[src/rtl/cpu_seq_ctrl_pkg.sv]
// Shared types and constants for the CPU run/halt/step sequencer.
//   seq_state_t : sequencer state, also exported on the state_o debug port
//   opcode_t    : 6-bit instruction opcode field (insn[15:10])
//   OP_HALT     : opcode that stops execution; the CPU decodes it as a NOP
//   is_halt()   : true when a 16-bit instruction carries OP_HALT
package cpu_seq_ctrl_pkg;

  typedef enum logic [2:0] {
    IDLE   = 3'd0,
    LOAD   = 3'd1,
    CLEAR  = 3'd2,
    RUN    = 3'd3,
    HALTED = 3'd4,
    STEP   = 3'd5
  } seq_state_t;

  typedef logic [5:0] opcode_t;

  localparam opcode_t OP_HALT = 6'h3F;

  function automatic logic is_halt(input logic [15:0] insn);
    return (insn[15:10] == OP_HALT);
  endfunction

endpackage

[src/rtl/cpu_seq_ctrl_if.sv]
// Bundle of the loader link, instruction-memory port and CPU control lines
// handled by the sequencer.
//   loader : ld_valid, ld_data, ld_last in; ld_ready out
//   cpu    : pc_addr, insn in; cpu_en, cpu_rst_n out
//   imem   : mem_addr, mem_wdata, mem_we out
// master = sequencer side, slave = board / datapath side.
interface cpu_seq_ctrl_if #(
  parameter int ADDR_W = 10,
  parameter int DATA_W = 16
);
  logic              ld_valid;
  logic [DATA_W-1:0] ld_data;
  logic              ld_last;
  logic              ld_ready;
  logic [ADDR_W-1:0] pc_addr;
  logic [DATA_W-1:0] insn;
  logic [ADDR_W-1:0] mem_addr;
  logic [DATA_W-1:0] mem_wdata;
  logic              mem_we;
  logic              cpu_en;
  logic              cpu_rst_n;

  modport master (
    input  ld_valid, ld_data, ld_last, pc_addr, insn,
    output ld_ready, mem_addr, mem_wdata, mem_we, cpu_en, cpu_rst_n
  );

  modport slave (
    output ld_valid, ld_data, ld_last, pc_addr, insn,
    input  ld_ready, mem_addr, mem_wdata, mem_we, cpu_en, cpu_rst_n
  );
endinterface

[src/rtl/cpu_seq_ctrl_imem_port_mux.sv]
// Combinational select of the instruction-memory port between the program
// loader and CPU fetch. No registers: the memory sees the PC directly.
//   sel_load  in  : loader owns the port
//   we_req    in  : accepted loader word this cycle
//   wr_ptr    in  : loader write address
//   pc_addr   in  : CPU program counter
//   ld_data   in  : loader word
//   mem_addr  out : memory address
//   mem_wdata out : memory write data (zero when the CPU owns the port)
//   mem_we    out : memory write enable
module imem_port_mux #(
  parameter int ADDR_W = 10,
  parameter int DATA_W = 16
) (
  input  logic              sel_load,
  input  logic              we_req,
  input  logic [ADDR_W-1:0] wr_ptr,
  input  logic [ADDR_W-1:0] pc_addr,
  input  logic [DATA_W-1:0] ld_data,
  output logic [ADDR_W-1:0] mem_addr,
  output logic [DATA_W-1:0] mem_wdata,
  output logic              mem_we
);
  assign mem_addr  = sel_load ? wr_ptr  : pc_addr;
  assign mem_wdata = sel_load ? ld_data : '0;
  assign mem_we    = sel_load & we_req;
endmodule

[src/rtl/cpu_seq_ctrl.sv]
// Run/halt/step sequencer and instruction-memory arbiter for the 16-bit
// single-cycle CPU. Streams a program into instruction memory, clears the
// datapath, then gates CPU progress with cpu_en.
//   clk, rst_n       : clock, asynchronous active-low reset
//   load_req         : start a program load
//   run_req          : free-running execution
//   step_req         : execute exactly one instruction
//   halt_req         : stop execution / abort a load
//   bus (master)     : loader link, inst-mem port, PC/insn, cpu_en, cpu_rst_n
//   state_o          : current sequencer state
//   ld_count         : words written by the last load
//   load_err         : last load filled memory without seeing ld_last
//   cyc_cnt          : saturating count of cycles with cpu_en=1
module cpu_seq_ctrl
  import cpu_seq_ctrl_pkg::*;
#(
  parameter int ADDR_W = 10,
  parameter int DATA_W = 16,
  parameter int CNT_W  = 32
) (
  input  logic             clk,
  input  logic             rst_n,
  input  logic             load_req,
  input  logic             run_req,
  input  logic             step_req,
  input  logic             halt_req,
  cpu_seq_ctrl_if.master   bus,
  output logic [2:0]       state_o,
  output logic [ADDR_W:0]  ld_count,
  output logic             load_err,
  output logic [CNT_W-1:0] cyc_cnt
);

  localparam logic [ADDR_W-1:0] PTR_LAST = '1;

  seq_state_t        state_q, state_d;
  logic [ADDR_W-1:0] wr_ptr;
  logic              in_load;
  logic              xfer;
  logic              halt_hit;
  logic              cpu_en;

  assign in_load  = (state_q == LOAD);
  assign halt_hit = is_halt(bus.insn);
  // halt_req wins over a valid loader word: nothing is written that cycle.
  assign xfer     = in_load & bus.ld_valid & ~halt_req;

  always_ff @(posedge clk or negedge rst_n) begin
    if (!rst_n) state_q <= IDLE;
    else        state_q <= state_d;
  end

  always_comb begin
    state_d = state_q;
    cpu_en  = 1'b0;
    case (state_q)
      IDLE, HALTED: begin
        if (load_req)      state_d = LOAD;
        else if (step_req) state_d = STEP;
        else if (run_req)  state_d = RUN;
      end
      LOAD: begin
        if (halt_req)                                   state_d = IDLE;
        else if (xfer && (bus.ld_last || wr_ptr == PTR_LAST)) state_d = CLEAR;
      end
      CLEAR: state_d = HALTED;
      RUN: begin
        // A HALT instruction never retires, so the PC stays parked on it.
        cpu_en = ~halt_hit;
        if (halt_req || halt_hit) state_d = HALTED;
      end
      STEP: begin
        cpu_en  = ~halt_hit;
        state_d = HALTED;
      end
      default: state_d = IDLE;
    endcase
  end

  always_ff @(posedge clk or negedge rst_n) begin
    if (!rst_n) begin
      wr_ptr   <= '0;
      ld_count <= '0;
      load_err <= 1'b0;
    end else if (!in_load && state_d == LOAD) begin
      wr_ptr   <= '0;
      ld_count <= '0;
      load_err <= 1'b0;
    end else if (xfer) begin
      ld_count <= ld_count + (ADDR_W+1)'(1);
      // The pointer never wraps: the final slot ends the load either way.
      if (wr_ptr == PTR_LAST) begin
        if (!bus.ld_last) load_err <= 1'b1;
      end else begin
        wr_ptr <= wr_ptr + ADDR_W'(1);
      end
    end
  end

  always_ff @(posedge clk or negedge rst_n) begin
    if (!rst_n)                       cyc_cnt <= '0;
    else if (cpu_en && cyc_cnt != '1) cyc_cnt <= cyc_cnt + CNT_W'(1);
  end

  assign bus.cpu_en    = cpu_en;
  assign bus.ld_ready  = in_load;
  assign bus.cpu_rst_n = rst_n & (state_q != CLEAR);
  assign state_o       = state_q;

  imem_port_mux #(
    .ADDR_W (ADDR_W),
    .DATA_W (DATA_W)
  ) u_imem_port_mux (
    .sel_load  (in_load),
    .we_req    (xfer),
    .wr_ptr    (wr_ptr),
    .pc_addr   (bus.pc_addr),
    .ld_data   (bus.ld_data),
    .mem_addr  (bus.mem_addr),
    .mem_wdata (bus.mem_wdata),
    .mem_we    (bus.mem_we)
  );

endmodule

[src/flat_wrapper.sv]
// flat-port wrapper written by rule: the top's interface ports become plain ports
module cpu_seq_ctrl_flat import cpu_seq_ctrl_pkg::*;
#(
  parameter int ADDR_W = 10,
  parameter int DATA_W = 16,
  parameter int CNT_W  = 32
)
  (clk, rst_n, load_req, run_req, step_req, halt_req, state_o, ld_count, load_err, cyc_cnt, bus_ld_valid, bus_ld_data, bus_ld_last, bus_pc_addr, bus_insn, bus_ld_ready, bus_mem_addr, bus_mem_wdata, bus_mem_we, bus_cpu_en, bus_cpu_rst_n);
  cpu_seq_ctrl_if #(.ADDR_W(ADDR_W), .DATA_W(DATA_W)) bus_i ();
  input  logic clk;
  input  logic rst_n;
  input  logic load_req;
  input  logic run_req;
  input  logic step_req;
  input  logic halt_req;
  output logic [2:0] state_o;
  output logic [ADDR_W:0] ld_count;
  output logic load_err;
  output logic [CNT_W-1:0] cyc_cnt;
  input wire logic [$bits(bus_i.ld_valid)-1:0] bus_ld_valid;
  input wire logic [$bits(bus_i.ld_data)-1:0] bus_ld_data;
  input wire logic [$bits(bus_i.ld_last)-1:0] bus_ld_last;
  input wire logic [$bits(bus_i.pc_addr)-1:0] bus_pc_addr;
  input wire logic [$bits(bus_i.insn)-1:0] bus_insn;
  output wire logic [$bits(bus_i.ld_ready)-1:0] bus_ld_ready;
  output wire logic [$bits(bus_i.mem_addr)-1:0] bus_mem_addr;
  output wire logic [$bits(bus_i.mem_wdata)-1:0] bus_mem_wdata;
  output wire logic [$bits(bus_i.mem_we)-1:0] bus_mem_we;
  output wire logic [$bits(bus_i.cpu_en)-1:0] bus_cpu_en;
  output wire logic [$bits(bus_i.cpu_rst_n)-1:0] bus_cpu_rst_n;
  assign bus_i.ld_valid = bus_ld_valid;
  assign bus_i.ld_data = bus_ld_data;
  assign bus_i.ld_last = bus_ld_last;
  assign bus_i.pc_addr = bus_pc_addr;
  assign bus_i.insn = bus_insn;
  assign bus_ld_ready = bus_i.ld_ready;
  assign bus_mem_addr = bus_i.mem_addr;
  assign bus_mem_wdata = bus_i.mem_wdata;
  assign bus_mem_we = bus_i.mem_we;
  assign bus_cpu_en = bus_i.cpu_en;
  assign bus_cpu_rst_n = bus_i.cpu_rst_n;
  cpu_seq_ctrl #(.ADDR_W(ADDR_W), .DATA_W(DATA_W), .CNT_W(CNT_W)) u_core (.clk(clk), .rst_n(rst_n), .load_req(load_req), .run_req(run_req), .step_req(step_req), .halt_req(halt_req), .bus(bus_i), .state_o(state_o), .ld_count(ld_count), .load_err(load_err), .cyc_cnt(cyc_cnt));
endmodule
[config.mk]
export PLATFORM = sky130hd
export DESIGN_NAME = cpu_seq_ctrl_flat
export DESIGN_NICKNAME = d
export VERILOG_FILES = /design/src/rtl/cpu_seq_ctrl_pkg.sv /design/src/rtl/cpu_seq_ctrl_if.sv /design/src/rtl/cpu_seq_ctrl_imem_port_mux.sv /design/src/rtl/cpu_seq_ctrl.sv /design/src/flat_wrapper.sv
export SDC_FILE = /design/constraint.sdc
export NUM_CORES = 1
export LEC_CHECK = 0
export ABC_AREA = 1
export CAP_MARGIN = 20
export CELL_PAD_IN_SITES_DETAIL_PLACEMENT = 0
export CELL_PAD_IN_SITES_GLOBAL_PLACEMENT = 1
export CORE_MARGIN = 2
export CORE_UTILIZATION = 25
export CTS_CLUSTER_DIAMETER = 150
export DETAILED_ROUTE_END_ITERATION = 10
export PLACE_DENSITY = 0.63
export SLEW_MARGIN = 40
export SYNTH_ARGS = -nofsm -noshare
export SYNTH_HDL_FRONTEND = slang
export SYNTH_SLANG_ARGS = --single-unit
[constraint.sdc]
create_clock -name clk -period 4.11 [get_ports clk]
set_input_delay 0.822 -clock clk [delete_from_list [all_inputs] [get_ports clk]]
set_output_delay 0.822 -clock clk [all_outputs]
set_load 0.05 [all_outputs]
==> metrics <==
outcome finished, final reports clean; Hold Vio Cnt, Final 0; routability congestion estimate 0.9007; number of global-route vias before repair 4025; Warnings, synthesis 0; compound-cell area share of the yosys netlist 3.118%; Die Footprint 17240 sq um; #FFs+latches synth 57; worst-path cell chain clkdlybuf4s50_1 -> nand2_1 -> nor2_1 -> nand2_1 -> o21ai_0 -> inv_1 -> clkdlybuf4s50_1; Initial Utilization 25.51%; TritonRoute pass-1 iters 4; GRT Total Usage 14.48%; Power Density 485.0 nW/um^2; achievable frequency 0.2918 GHz; CP Data Required Time 3.29 ns; Post-Synth XOR/XNOR Area 5.403%; Mean Syn Cell Area 6.342 sq um; Die Width 131.3 microns; Final #Nets 810; number of distinct library cells after synthesis 30; HP Class reg -> reg; hold_buf cts 0; met2 WL 5.824 mm; Worst path slowest cell clkdlybuf4s50_1; slew at the pin with the worst max-slew slack 0.6023 ns; wire per inst 12.52 microns; DRT Wirelength 12.25 mm; Max transition margin 59.73%; n_diodes 0; post-route ant nets 0; Via-to-Cell Ratio 4.236; commonest non-fill, non-tap cell in the layout nand2_1; max layer used met4; worst hold slack 0.5404 ns; DRC violations left 0; met3 wire len 677 microns; Placed Area 5410 sq um; layout cells sized above 1 5.118%; critical path class in -> out; RSZ-0062 raised after global routing no; endpoints failing setup 0; synth-to-layout area growth 41.59%; Post-Route M1 WL 5.680 mm; Core Rows 46; Worst VDD drop 0.2901 mV; HPWL after DPL 9.288 mm; Max-Cap Viols 0; pre-CTS setup slack 0.6799 ns; Mapped Cells 639; DRT iter0 DRCs 207; most frequent cells in the layout nand2_1, clkdlybuf4s50_1, inv_1, nor2_1, dfrtp_1; multiplexer share of the synthesized area 0%; Final Worst Setup Slack 0.6831 ns; final critical-path required period 3.427 ns; Setup Fix Bufs, Post-CTS 0; first-pass GRT wire length 20.31 mm; final instance area 5738 sq um; Setup TNS 0 ns; Synth Area in Simple Gates 43.47%; CORE AREA 15890 sq um; P_leak 2.911 nW; CTS buffer count 9; crit-path max FO 3; Tcrit/Tclk final 83.38%; Root Driver clkbuf_16; Die Height 131.3 microns; Clock Skew 0.007223 ns; # fillers 1735; largest family of logic cells by synthesized area simple AND/OR/NAND/NOR gates; Cell Area, Synth 4053 sq um; Max Root-Sink Buffers 2; Clock Latency Late Sink 0.32 ns; fin. max-slew vios 0; Startpoint Class input port; port bufs 116; total power 2.783 mW; CP endpoint kind output port; CTS tree built; Seq/Total Area, Yosys 35.20%; crit path DAT 2.60 ns; initial antenna violation count 0; Synth Net Count 692; # resized after CTS 0; io pins 127; grt total ovfl 0; Adder-Cell Fraction of Synth Area 0.9262%; largest net degree at the start of global routing 40; Worst path max stage delay 0.84 ns; Via Count 4143; Worst-path clk slew 0.05 ns; CTS sink count 57; CTS H-tree lvls 3
-- layer usage --
layer	up-vias	GRT usage, %
li1	2163	-
met1	1845	17.96
met2	129	24.82
met3	6	3.858
met4	0	3.925
met5	-	0
-- metrics by stage --
step | std cells | utilization, %
2_1_floorplan | 639 | -
3_3_place_gp | 962 | 34.06
3_5_place_dp | 962 | 34.06
4_1_cts | 978 | 36.12
5_1_grt | 978 | 36.12
6_report | 978 | 36.12
-- power breakdown --
group | switching [mW] | internal [mW]
combinational | 0.925 | 0.377
sequential | 0.0654 | 0.606
clock | 0.258 | 0.552
total | 1.25 | 1.54
-- flip-flops by register name (all words and copies together) (netlist names) --
register,cells
u_core.cyc_cnt,32
u_core.load_err,1
u_core.state_o,3
u_core.ld_count,11
u_core.wr_ptr,10
-- cells by family after synthesis --
logic type / Yosys count
and+or+nand+nor: 416
buffers and inverters: 115
DFF: 57
xor gates and xnor gates: 25
AOI/OAI and AO/OA: 23
adders and majority gates: 3
-- worst max-delay path: cells and delay by family --
| family | cells | cell delay [ns] |
|---|---|---|
| AO/OA/AOI/OAI | 1 | 0.17 |
| AND/OR/NAND/NOR | 3 | 0.19 |
| buffers and inverters | 3 | 1.43 |
-- Yosys cell counts --
| cell | count | area, sq um |
|---|---|---|
| buf_2 | 1 | 5.000 |
| ha_1 | 3 | 37.54 |
| dfrtp_1 | 57 | 1426 |
| nor2_2 | 1 | 6.260 |
| nand3_1 | 21 | 105.1 |
| inv_1 | 97 | 364.1 |
| nand3b_1 | 10 | 75.07 |
| nand3_2 | 1 | 10.01 |
| o21ai_0 | 17 | 85.08 |
| clkbuf_1 | 4 | 15.01 |
| a21oi_1 | 2 | 10.01 |
| nand2_1 | 270 | 1013 |
| xnor2_1 | 4 | 35.03 |
| a21oi_2 | 1 | 8.760 |
| o21bai_1 | 2 | 15.01 |
| nor3_4 | 1 | 16.27 |
| nor3b_1 | 1 | 7.510 |
| nor3_2 | 2 | 20.02 |
| nand4_1 | 14 | 87.58 |
| xor2_1 | 21 | 183.9 |
| nor2_4 | 3 | 33.78 |
| o31ai_1 | 1 | 7.510 |
| nand2_2 | 3 | 18.77 |
| nand3_4 | 1 | 17.52 |
| buf_4 | 3 | 22.52 |
| nor3_1 | 10 | 50.05 |
| buf_6 | 5 | 56.30 |
| inv_2 | 5 | 18.77 |
| nand2_4 | 1 | 11.26 |
| nor2_1 | 77 | 289.0 |
-- layout make-up --
cell class / instances / area (sq um) / area share [%]
inverters: 102 / 382.9 / 6.672
flip-flops and latches: 57 / 1426 / 24.86
well taps: 216 / 270.3 / 4.710
repair buffers: 120 / 1186 / 20.67
clock buffers: 15 / 297.8 / 5.190
clock inverters: 1 / 30.03 / 0.5233
multi-input cells: 467 / 2145 / 37.37
-- path summary, 6_finish.rpt --
kind,cells after the start,end,from,slack (ns)
min in group asynchronous,2,u_core.cyc_cnt[0],rst_n,0.57
min reg2reg,2,u_core.cyc_cnt[1],u_core.cyc_cnt[1],0.54
max reg2reg,9,u_core.ld_count[10],u_core.wr_ptr[0],1.71
max,7,bus_cpu_en,bus_insn[14],0.68
max in group asynchronous,3,u_core.cyc_cnt[22],rst_n,2.71
min,2,u_core.cyc_cnt[1],u_core.cyc_cnt[1],0.54
No activity file was read; power rests on OpenSTA's default activity.
